`src/rtl/uart_icb_arb_pkg.sv`:
```
// uart_icb_arb_pkg: shared arbiter states, master ids and UART register addresses
package uart_icb_arb_pkg;
  localparam int PA_SIZE = 32;
  localparam logic [31:0] UART_CTRL_ADDR = 32'h0000_0008;
  localparam logic [31:0] DATA_REG_ADDR = 32'h0000_0000;
  localparam logic ARB_M0 = 1'b0;
  localparam logic ARB_M1 = 1'b1;
  typedef enum logic [1:0] {ARB_IDLE = 2'd0, ARB_CMD = 2'd1, ARB_RSP = 2'd2} arb_state_e;
endpackage

```
`src/rtl/uart_icb_arb_if.sv`:
```
// uart_icb_arb_if: ICB command/response bundle matching the uart_ctrl slave port
interface uart_icb_arb_if #(parameter int AW = 32, parameter int DW = 32);
  logic cmd_valid;
  logic cmd_ready;
  logic [AW-1:0] cmd_addr;
  logic cmd_read;
  logic [DW-1:0] cmd_wdata;
  logic rsp_valid;
  logic rsp_ready;
  logic [DW-1:0] rsp_rdata;
  modport master(output cmd_valid, cmd_addr, cmd_read, cmd_wdata, rsp_ready,
                 input cmd_ready, rsp_valid, rsp_rdata);
  modport slave(input cmd_valid, cmd_addr, cmd_read, cmd_wdata, rsp_ready,
                output cmd_ready, rsp_valid, rsp_rdata);
endinterface

```
`src/rtl/uart_rr_pick2.sv`:
```
// uart_rr_pick2: two-way requester pick, prio breaks ties
module uart_rr_pick2 (
  input  logic [1:0] req,
  input  logic       prio,
  output logic       sel,
  output logic       any
);
  assign any = |req;
  assign sel = &req ? prio : req[1];
endmodule

```
`src/rtl/uart_icb_arb.sv`:
```
// uart_icb_arb: round-robin two-master ICB arbiter with one outstanding transaction
module uart_icb_arb
  import uart_icb_arb_pkg::*;
#(
  parameter int AW = PA_SIZE,
  parameter int DW = PA_SIZE
) (
  input  logic           clk,
  input  logic           rst_n,
  uart_icb_arb_if.slave  m0,
  uart_icb_arb_if.slave  m1,
  uart_icb_arb_if.master s,
  output logic           owner
);
  arb_state_e state;
  logic prio, sel, any, cur, fwd, rsp;
  logic [AW-1:0] addr;
  logic [DW-1:0] wdata;
  uart_rr_pick2 u_pick (.req({m1.cmd_valid, m0.cmd_valid}), .prio(prio), .sel(sel), .any(any));
  // grant follows the live pick only in idle; once committed it is frozen on owner
  always_comb begin
    cur = (state == ARB_IDLE) ? sel : owner;
    rsp = (state == ARB_RSP);
    fwd = !rsp && (cur ? m1.cmd_valid : m0.cmd_valid);
    addr = cur ? m1.cmd_addr : m0.cmd_addr;
    wdata = cur ? m1.cmd_wdata : m0.cmd_wdata;
  end
  assign s.cmd_valid = fwd;
  assign s.cmd_addr = fwd ? addr : '0;
  assign s.cmd_wdata = fwd ? wdata : '0;
  assign s.cmd_read = fwd && (cur ? m1.cmd_read : m0.cmd_read);
  assign m0.cmd_ready = fwd && cur == ARB_M0 && s.cmd_ready;
  assign m1.cmd_ready = fwd && cur == ARB_M1 && s.cmd_ready;
  assign m0.rsp_valid = rsp && owner == ARB_M0 && s.rsp_valid;
  assign m1.rsp_valid = rsp && owner == ARB_M1 && s.rsp_valid;
  assign m0.rsp_rdata = (rsp && owner == ARB_M0) ? s.rsp_rdata : '0;
  assign m1.rsp_rdata = (rsp && owner == ARB_M1) ? s.rsp_rdata : '0;
  assign s.rsp_ready = rsp && (owner ? m1.rsp_ready : m0.rsp_ready);
  always_ff @(posedge clk or negedge rst_n) begin
    if (!rst_n) begin
      state <= ARB_IDLE;
      owner <= ARB_M0;
      prio <= ARB_M0;
    end else begin
      case (state)
        ARB_IDLE: if (any) begin
          owner <= sel;
          state <= s.cmd_ready ? ARB_RSP : ARB_CMD;
        end
        ARB_CMD: state <= !fwd ? ARB_IDLE : s.cmd_ready ? ARB_RSP : ARB_CMD;
        ARB_RSP: if (s.rsp_valid && s.rsp_ready) begin
          state <= ARB_IDLE;
          prio <= ~owner;
        end
        default: state <= ARB_IDLE;
      endcase
    end
  end
endmodule

```
`src/flat_wrapper.sv`:
```
// flat-port wrapper written by rule: the top's interface ports become plain ports
module uart_icb_arb_flat import uart_icb_arb_pkg::*;
#(
  parameter int AW = PA_SIZE,
  parameter int DW = PA_SIZE
)
  (clk, rst_n, owner, m0_cmd_valid, m0_cmd_addr, m0_cmd_read, m0_cmd_wdata, m0_rsp_ready, m0_cmd_ready, m0_rsp_valid, m0_rsp_rdata, m1_cmd_valid, m1_cmd_addr, m1_cmd_read, m1_cmd_wdata, m1_rsp_ready, m1_cmd_ready, m1_rsp_valid, m1_rsp_rdata, s_cmd_valid, s_cmd_addr, s_cmd_read, s_cmd_wdata, s_rsp_ready, s_cmd_ready, s_rsp_valid, s_rsp_rdata);
  uart_icb_arb_if #(.AW(AW), .DW(DW)) m0_i ();
  uart_icb_arb_if #(.AW(AW), .DW(DW)) m1_i ();
  uart_icb_arb_if #(.AW(AW), .DW(DW)) s_i ();
  input  logic clk;
  input  logic rst_n;
  output logic owner;
  input wire logic [$bits(m0_i.cmd_valid)-1:0] m0_cmd_valid;
  input wire logic [$bits(m0_i.cmd_addr)-1:0] m0_cmd_addr;
  input wire logic [$bits(m0_i.cmd_read)-1:0] m0_cmd_read;
  input wire logic [$bits(m0_i.cmd_wdata)-1:0] m0_cmd_wdata;
  input wire logic [$bits(m0_i.rsp_ready)-1:0] m0_rsp_ready;
  output wire logic [$bits(m0_i.cmd_ready)-1:0] m0_cmd_ready;
  output wire logic [$bits(m0_i.rsp_valid)-1:0] m0_rsp_valid;
  output wire logic [$bits(m0_i.rsp_rdata)-1:0] m0_rsp_rdata;
  input wire logic [$bits(m1_i.cmd_valid)-1:0] m1_cmd_valid;
  input wire logic [$bits(m1_i.cmd_addr)-1:0] m1_cmd_addr;
  input wire logic [$bits(m1_i.cmd_read)-1:0] m1_cmd_read;
  input wire logic [$bits(m1_i.cmd_wdata)-1:0] m1_cmd_wdata;
  input wire logic [$bits(m1_i.rsp_ready)-1:0] m1_rsp_ready;
  output wire logic [$bits(m1_i.cmd_ready)-1:0] m1_cmd_ready;
  output wire logic [$bits(m1_i.rsp_valid)-1:0] m1_rsp_valid;
  output wire logic [$bits(m1_i.rsp_rdata)-1:0] m1_rsp_rdata;
  output wire logic [$bits(s_i.cmd_valid)-1:0] s_cmd_valid;
  output wire logic [$bits(s_i.cmd_addr)-1:0] s_cmd_addr;
  output wire logic [$bits(s_i.cmd_read)-1:0] s_cmd_read;
  output wire logic [$bits(s_i.cmd_wdata)-1:0] s_cmd_wdata;
  output wire logic [$bits(s_i.rsp_ready)-1:0] s_rsp_ready;
  input wire logic [$bits(s_i.cmd_ready)-1:0] s_cmd_ready;
  input wire logic [$bits(s_i.rsp_valid)-1:0] s_rsp_valid;
  input wire logic [$bits(s_i.rsp_rdata)-1:0] s_rsp_rdata;
  assign m0_i.cmd_valid = m0_cmd_valid;
  assign m0_i.cmd_addr = m0_cmd_addr;
  assign m0_i.cmd_read = m0_cmd_read;
  assign m0_i.cmd_wdata = m0_cmd_wdata;
  assign m0_i.rsp_ready = m0_rsp_ready;
  assign m0_cmd_ready = m0_i.cmd_ready;
  assign m0_rsp_valid = m0_i.rsp_valid;
  assign m0_rsp_rdata = m0_i.rsp_rdata;
  assign m1_i.cmd_valid = m1_cmd_valid;
  assign m1_i.cmd_addr = m1_cmd_addr;
  assign m1_i.cmd_read = m1_cmd_read;
  assign m1_i.cmd_wdata = m1_cmd_wdata;
  assign m1_i.rsp_ready = m1_rsp_ready;
  assign m1_cmd_ready = m1_i.cmd_ready;
  assign m1_rsp_valid = m1_i.rsp_valid;
  assign m1_rsp_rdata = m1_i.rsp_rdata;
  assign s_cmd_valid = s_i.cmd_valid;
  assign s_cmd_addr = s_i.cmd_addr;
  assign s_cmd_read = s_i.cmd_read;
  assign s_cmd_wdata = s_i.cmd_wdata;
  assign s_rsp_ready = s_i.rsp_ready;
  assign s_i.cmd_ready = s_cmd_ready;
  assign s_i.rsp_valid = s_rsp_valid;
  assign s_i.rsp_rdata = s_rsp_rdata;
  uart_icb_arb #(.AW(AW), .DW(DW)) u_core (.clk(clk), .rst_n(rst_n), .m0(m0_i), .m1(m1_i), .s(s_i), .owner(owner));
endmodule
```
`config.mk`:
```
export PLATFORM = sky130hd
export DESIGN_NAME = uart_icb_arb_flat
export DESIGN_NICKNAME = d
export VERILOG_FILES = /design/src/rtl/uart_icb_arb_pkg.sv /design/src/rtl/uart_icb_arb_if.sv /design/src/rtl/uart_rr_pick2.sv /design/src/rtl/uart_icb_arb.sv /design/src/flat_wrapper.sv
export SDC_FILE = /design/constraint.sdc
export NUM_CORES = 1
export LEC_CHECK = 0
export ABC_AREA = 1
export BUFFER_PORTS_ARGS = -buffer_cell sky130_fd_sc_hd__buf_2
export CAP_MARGIN = 10
export CELL_PAD_IN_SITES_DETAIL_PLACEMENT = 1
export CELL_PAD_IN_SITES_GLOBAL_PLACEMENT = 1
export CORE_AREA = 2 2 119 121
export CTS_CLUSTER_SIZE = 25
export DETAILED_ROUTE_END_ITERATION = 7
export DIE_AREA = 0 0 121 123
export HOLD_SLACK_MARGIN = 0.05
export PLACE_DENSITY_LB_ADDON = 0.1
export SLEW_MARGIN = 30
export SYNTH_ARGS = -nofsm -noshare
export SYNTH_HDL_FRONTEND = slang
export SYNTH_SLANG_ARGS = --single-unit
```
`constraint.sdc`:
```
create_clock -name clk -period 1.8 [get_ports clk]
set_input_delay 0.36 -clock clk [delete_from_list [all_inputs] [get_ports clk]]
set_output_delay 0.36 -clock clk [all_outputs]
set_load 0.01 [all_outputs]
```
==> report_table.html <==
<table>
<tr><th>Metric</th><th>Value</th></tr>
<tr><th colspan="2">Die</th></tr>
<tr><td>Cell Rows</td><td>43</td></tr>
<tr><td>Starting density of the core</td><td>0.129</td></tr>
<tr><td>Ports placed on the boundary</td><td>306</td></tr>
<tr><td>X dimension of the die</td><td>121 microns</td></tr>
<tr><td>Die Area</td><td>0.0149 sq mm</td></tr>
<tr><td>Vertical die dimension</td><td>123 microns</td></tr>
<tr><td>Standard cell core area</td><td>0.0136 sq mm</td></tr>
<tr><th colspan="2">Timing</th></tr>
<tr><td>Actual slew at the worst max-slew pin</td><td>255 ps</td></tr>
<tr><td>Setup-failing EPs final</td><td>135</td></tr>
<tr><td>Setup Skew</td><td>1.56 ps</td></tr>
<tr><td>Setup slack after layout</td><td>-237 ps</td></tr>
<tr><td>Accumulated negative setup slack</td><td>-15,560 ps</td></tr>
<tr><td>Unrepaired setup endpoints after global routing</td><td>yes</td></tr>
<tr><td>Worst hold margin</td><td>460 ps</td></tr>
<tr><td>Hold Fails Final Rpt</td><td>0</td></tr>
<tr><td>Crit share post-route</td><td>1.13</td></tr>
<tr><td>Headroom to the max-slew limit</td><td>0.830</td></tr>
<tr><td>Max Slew Vio Count</td><td>0</td></tr>
<tr><td>Final min period</td><td>2040 ps</td></tr>
<tr><td>Max Fclk</td><td>491 MHz</td></tr>
<tr><th colspan="2">Pwr</th></tr>
<tr><td>Switching share of total power</td><td>0.542</td></tr>
<tr><td>Power Total</td><td>6.69 mW</td></tr>
<tr><td>Sequential fraction of design power</td><td>0.026</td></tr>
<tr><td>Highest ir drop seen on vdd</td><td>0.415 mV</td></tr>
<tr><td>Switch Pwr</td><td>3.63 mW</td></tr>
<tr><td>P per Cell Area</td><td>1680 mW/mm^2</td></tr>
<tr><td>Internal power consumption</td><td>3.06 mW</td></tr>
<tr><td>Proportion of power drawn by the clock network</td><td>0.052</td></tr>
<tr><td>Gate power share</td><td>0.922</td></tr>
<tr><td>Pleak</td><td>2.53 nW</td></tr>
<tr><th colspan="2">Worst setup path</th></tr>
<tr><td>Element type at the critical path end</td><td>output pin</td></tr>
<tr><td>Type of the worst setup path</td><td>flip-flop to output pin</td></tr>
<tr><td>Critical register-to-register path startpoint</td><td>u_core.state[1]$_DFFE_PN0P_</td></tr>
<tr><td>Critical Path Source</td><td>u_core.state[0]$_DFFE_PN0P_</td></tr>
<tr><td>Arrival time worst endpoint</td><td>1680 ps</td></tr>
<tr><td>Required @ worst endpoint</td><td>1440 ps</td></tr>
<tr><td>Critical Path Start Type</td><td>flip-flop</td></tr>
<tr><td>Critical path fanouts, max</td><td>14</td></tr>
<tr><td>Depth of the worst register-to-register path</td><td>8</td></tr>
<tr><td>R2R setup slack</td><td>400 ps</td></tr>
<tr><td>Worst reg2reg endpoint</td><td>u_core.state[1]$_DFFE_PN0P_</td></tr>
<tr><th colspan="2">Synthesis</th></tr>
<tr><td>Dominant combinational cell family by area after synthesis</td><td>simple AND/OR/NAND/NOR gates</td></tr>
<tr><td>Netlist area before placement</td><td>0.00175 sq mm</td></tr>
<tr><td>Adder and majority cell fraction of the synthesized area</td><td>0</td></tr>
<tr><td>Area share of the largest cell type after synthesis</td><td>0.309</td></tr>
<tr><td>Simple-gate area share of the yosys netlist</td><td>0.505</td></tr>
<tr><td>Xor and xnor fraction of the mapped netlist area</td><td>0</td></tr>
<tr><td>Number of flops mapped to enable cells by yosys</td><td>0</td></tr>
<tr><td>Post-synthesis cell type with the largest combined area</td><td>sky130_fd_sc_hd__nand2_1</td></tr>
<tr><td>Synthesized instance count</td><td>370</td></tr>
<tr><td>Share of synthesized registers carrying an async set or reset</td><td>1.00</td></tr>
<tr><td>Compound-cell area share of the yosys netlist</td><td>0.238</td></tr>
<tr><td>Synthesized netlist net count</td><td>540</td></tr>
<tr><td>Sequential element share of the synthesized area</td><td>0.0572</td></tr>
<tr><td>Ranking of synthesized cells by instance count</td><td>144 x sky130_fd_sc_hd__nand2_1, 72 x sky130_fd_sc_hd__nor2_1, 48 x sky130_fd_sc_hd__a21oi_1, 42 x sky130_fd_sc_hd__inv_1, 19 x sky130_fd_sc_hd__a21oi_2</td></tr>
<tr><td>Multiplexer share of the synthesized area</td><td>0</td></tr>
<tr><td>Most repeated cell in the gate-level netlist after synthesis</td><td>sky130_fd_sc_hd__nand2_1</td></tr>
<tr><td>Number of synthesis warnings</td><td>0</td></tr>
<tr><td>Post-Syn Area per Cell</td><td>4.73 sq um</td></tr>
<tr><td>Post-synthesis register bit count</td><td>4</td></tr>
<tr><td>Number of distinct library cells after synthesis</td><td>17</td></tr>
<tr><td>Largest cells by area after synthesis</td><td>sky130_fd_sc_hd__nand2_1 31%, sky130_fd_sc_hd__nor2_1 15%, sky130_fd_sc_hd__a21oi_1 14%</td></tr>
<tr><td>Most common flop cell mapped by yosys</td><td>sky130_fd_sc_hd__dfrtp_1</td></tr>
<tr><th colspan="2">Clocking</th></tr>
<tr><td>Clock root buffer</td><td>sky130_fd_sc_hd__clkbuf_16</td></tr>
<tr><td>Maximum number of buffers from clock root to sink</td><td>2</td></tr>
<tr><td>H-tree depth</td><td>1</td></tr>
<tr><td>Clock latency at the later pin of the worst-skew pair</td><td>230 ps</td></tr>
<tr><td>Clock slew seen by the registers of the worst setup and hold paths</td><td>30 ps</td></tr>
<tr><td>Num CTS Buffers</td><td>3</td></tr>
<tr><td>TritonCTS clock tree</td><td>built</td></tr>
<tr><td>Clk sinks</td><td>4</td></tr>
<tr><th colspan="2">Global route</th></tr>
<tr><td>Total congestion overflow after global routing</td><td>0</td></tr>
<tr><td>First-pass GRT wire length</td><td>17,100 microns</td></tr>
<tr><td>Tot GR Track Use</td><td>0.144</td></tr>
<tr><td>Number of global-route vias before repair</td><td>3,414</td></tr>
<tr><td>Initial antenna violation count</td><td>0</td></tr>
<tr><td>Pin count of the biggest net entering global routing</td><td>40</td></tr>
<tr><th colspan="2">Route</th></tr>
<tr><td>Number of remaining DRC errors</td><td>0</td></tr>
<tr><td>Routed WL per cell</td><td>14.8 microns</td></tr>
<tr><td>Total iterations of the first detailed-routing run</td><td>4</td></tr>
<tr><td>Final routed wirelength across all metal layers</td><td>12,700 microns</td></tr>
<tr><td>Detailed-route via count</td><td>3,534</td></tr>
<tr><td>Starting DRT DRC Count</td><td>55</td></tr>
<tr><td>Antenna Violating Nets Remaining</td><td>0</td></tr>
<tr><td>Via-per-instance ratio</td><td>4.13</td></tr>
<tr><th colspan="2">Hold path</th></tr>
<tr><td>End point of the most critical hold path</td><td>u_core.state[0]$_DFFE_PN0P_</td></tr>
<tr><td>Worst Hold Class</td><td>input port to flip-flop</td></tr>
<tr><td>Startpoint of the worst hold path</td><td>s_cmd_ready</td></tr>
<tr><td>Hold Path Stages</td><td>4</td></tr>
<tr><th colspan="2">Place</th></tr>
<tr><td>Placer's final routability congestion estimate</td><td>0.729</td></tr>
<tr><td>Half-perimeter wire length of the detailed placement result</td><td>9400 microns</td></tr>
<tr><td>Worst setup slack before clock tree synthesis</td><td>-92.1 ps</td></tr>
<tr><td>IO buf count</td><td>305</td></tr>
<tr><th colspan="2">Job</th></tr>
<tr><td>Max cap viols</td><td>0</td></tr>
<tr><th colspan="2">Status</th></tr>
<tr><td>Result of the run</td><td>finished, violations left</td></tr>
<tr><td>Failing checks</td><td>setup timing</td></tr>
<tr><th colspan="2">Layout</th></tr>
<tr><td>Number of inserted diodes</td><td>0</td></tr>
<tr><td>Layout net count</td><td>848</td></tr>
<tr><td>Proportion of layout cells with a drive suffix above 1</td><td>0.556</td></tr>
<tr><td>Area growth from synthesis to final layout</td><td>127%</td></tr>
</table>
==> metrics by stage <==
stage	utilization	instance area (sq um)	instances
floorplan	-	1750	370
global placement	0.256	3480	840
detailed placement	0.256	3480	840
CTS	0.273	3720	848
global route	0.292	3970	856
finish	0.292	3970	856
==> kinds of logic after synthesis <==
kind of cell	count (synthesis)
simple gates	226
buf+inv	71
compound gates	69
flops	4
==> what timing repair did <==
item | 4_1_cts | 5_1_grt
hold endpoints to repair | 4 | 0
hold buffers | 1 | 0
cloned | 3 | 6
pin swaps | 3 | 5
setup buffers | 1 | 2
endpoints found under the setup margin | 85 | 135
resized for setup | 15 | 21
==> worst max-delay path: stages, from the launching register on <==
cell                      delay [ps]
sky130_fd_sc_hd__dfrtp_1         400
sky130_fd_sc_hd__nor2_2          160
sky130_fd_sc_hd__nand3_4         120
sky130_fd_sc_hd__nand2_8         130
sky130_fd_sc_hd__buf_12          130
sky130_fd_sc_hd__buf_16          140
sky130_fd_sc_hd__nand2_1          80
sky130_fd_sc_hd__a21oi_2         120
sky130_fd_sc_hd__buf_2           160
==> power groups by stage <==
stage / Combinational, mW / Sequential (mW) / Clock (mW)
2_1_floorplan: 3.00 / 0.174 / 0
3_3_place_gp: 4.90 / 0.166 / 0
3_5_place_dp: 4.95 / 0.168 / 0
4_1_cts: 5.56 / 0.170 / 0.352
5_1_grt: 6.72 / 0.182 / 0.362
6_report: 6.17 / 0.174 / 0.346
==> state kept, by name (all words and copies together) (netlist names) <==
name / cells
u_core.owner: 1
u_core.prio: 1
u_core.state: 2
==> worst max path at each step <==
stage	to	slack, ps	cells past startpoint
global placement	s_cmd_wdata[30]	-40	7
global route	s_cmd_wdata[10]	-310	8
floorplan	s_cmd_addr[10]	200	9
CTS	s_cmd_wdata[30]	-220	7
detailed placement	s_cmd_wdata[30]	-90	8
finish	s_cmd_wdata[4]	-240	8
==> layout make-up <==
cell class | instances | area [sq um]
tap | 180 | 225
inverter | 44 | 178
sequential | 4 | 100
fill | 1884 | 9640
clock buffer | 3 | 75.1
timing repair buffer | 330 | 1990
multi-input combinational | 295 | 1400
==> cell usage in the layout, fill, tap and decap left out <==
master / n
sky130_fd_sc_hd__dlygate4sd3_1: 1
sky130_fd_sc_hd__buf_4: 5
sky130_fd_sc_hd__nor2_1: 70
sky130_fd_sc_hd__nand2_4: 3
sky130_fd_sc_hd__nor3_1: 1
sky130_fd_sc_hd__buf_12: 9
sky130_fd_sc_hd__nor2_2: 2
sky130_fd_sc_hd__nand2_1: 143
sky130_fd_sc_hd__nand3_4: 2
sky130_fd_sc_hd__nand3_1: 2
sky130_fd_sc_hd__nand3_2: 1
sky130_fd_sc_hd__nand2_8: 1
sky130_fd_sc_hd__a21oi_2: 32
sky130_fd_sc_hd__buf_2: 305
sky130_fd_sc_hd__buf_16: 3
sky130_fd_sc_hd__o21ai_0: 2
sky130_fd_sc_hd__nor3_2: 1
sky130_fd_sc_hd__clkinv_8: 1
sky130_fd_sc_hd__clkbuf_16: 8
sky130_fd_sc_hd__inv_2: 1
sky130_fd_sc_hd__a21oi_1: 35
sky130_fd_sc_hd__dfrtp_1: 4
sky130_fd_sc_hd__inv_1: 42
sky130_fd_sc_hd__buf_8: 2
==> metal layers <==
layer  share of wire  track usage  vias to the layer above
met5               0            0                        -
met4           0.014       0.0283                        0
met3           0.088       0.0346                       13
met2            0.55        0.294                      179
met1            0.35        0.147                     1608
li1                -            -                     1734
Power figures use the tool's default switching activity.
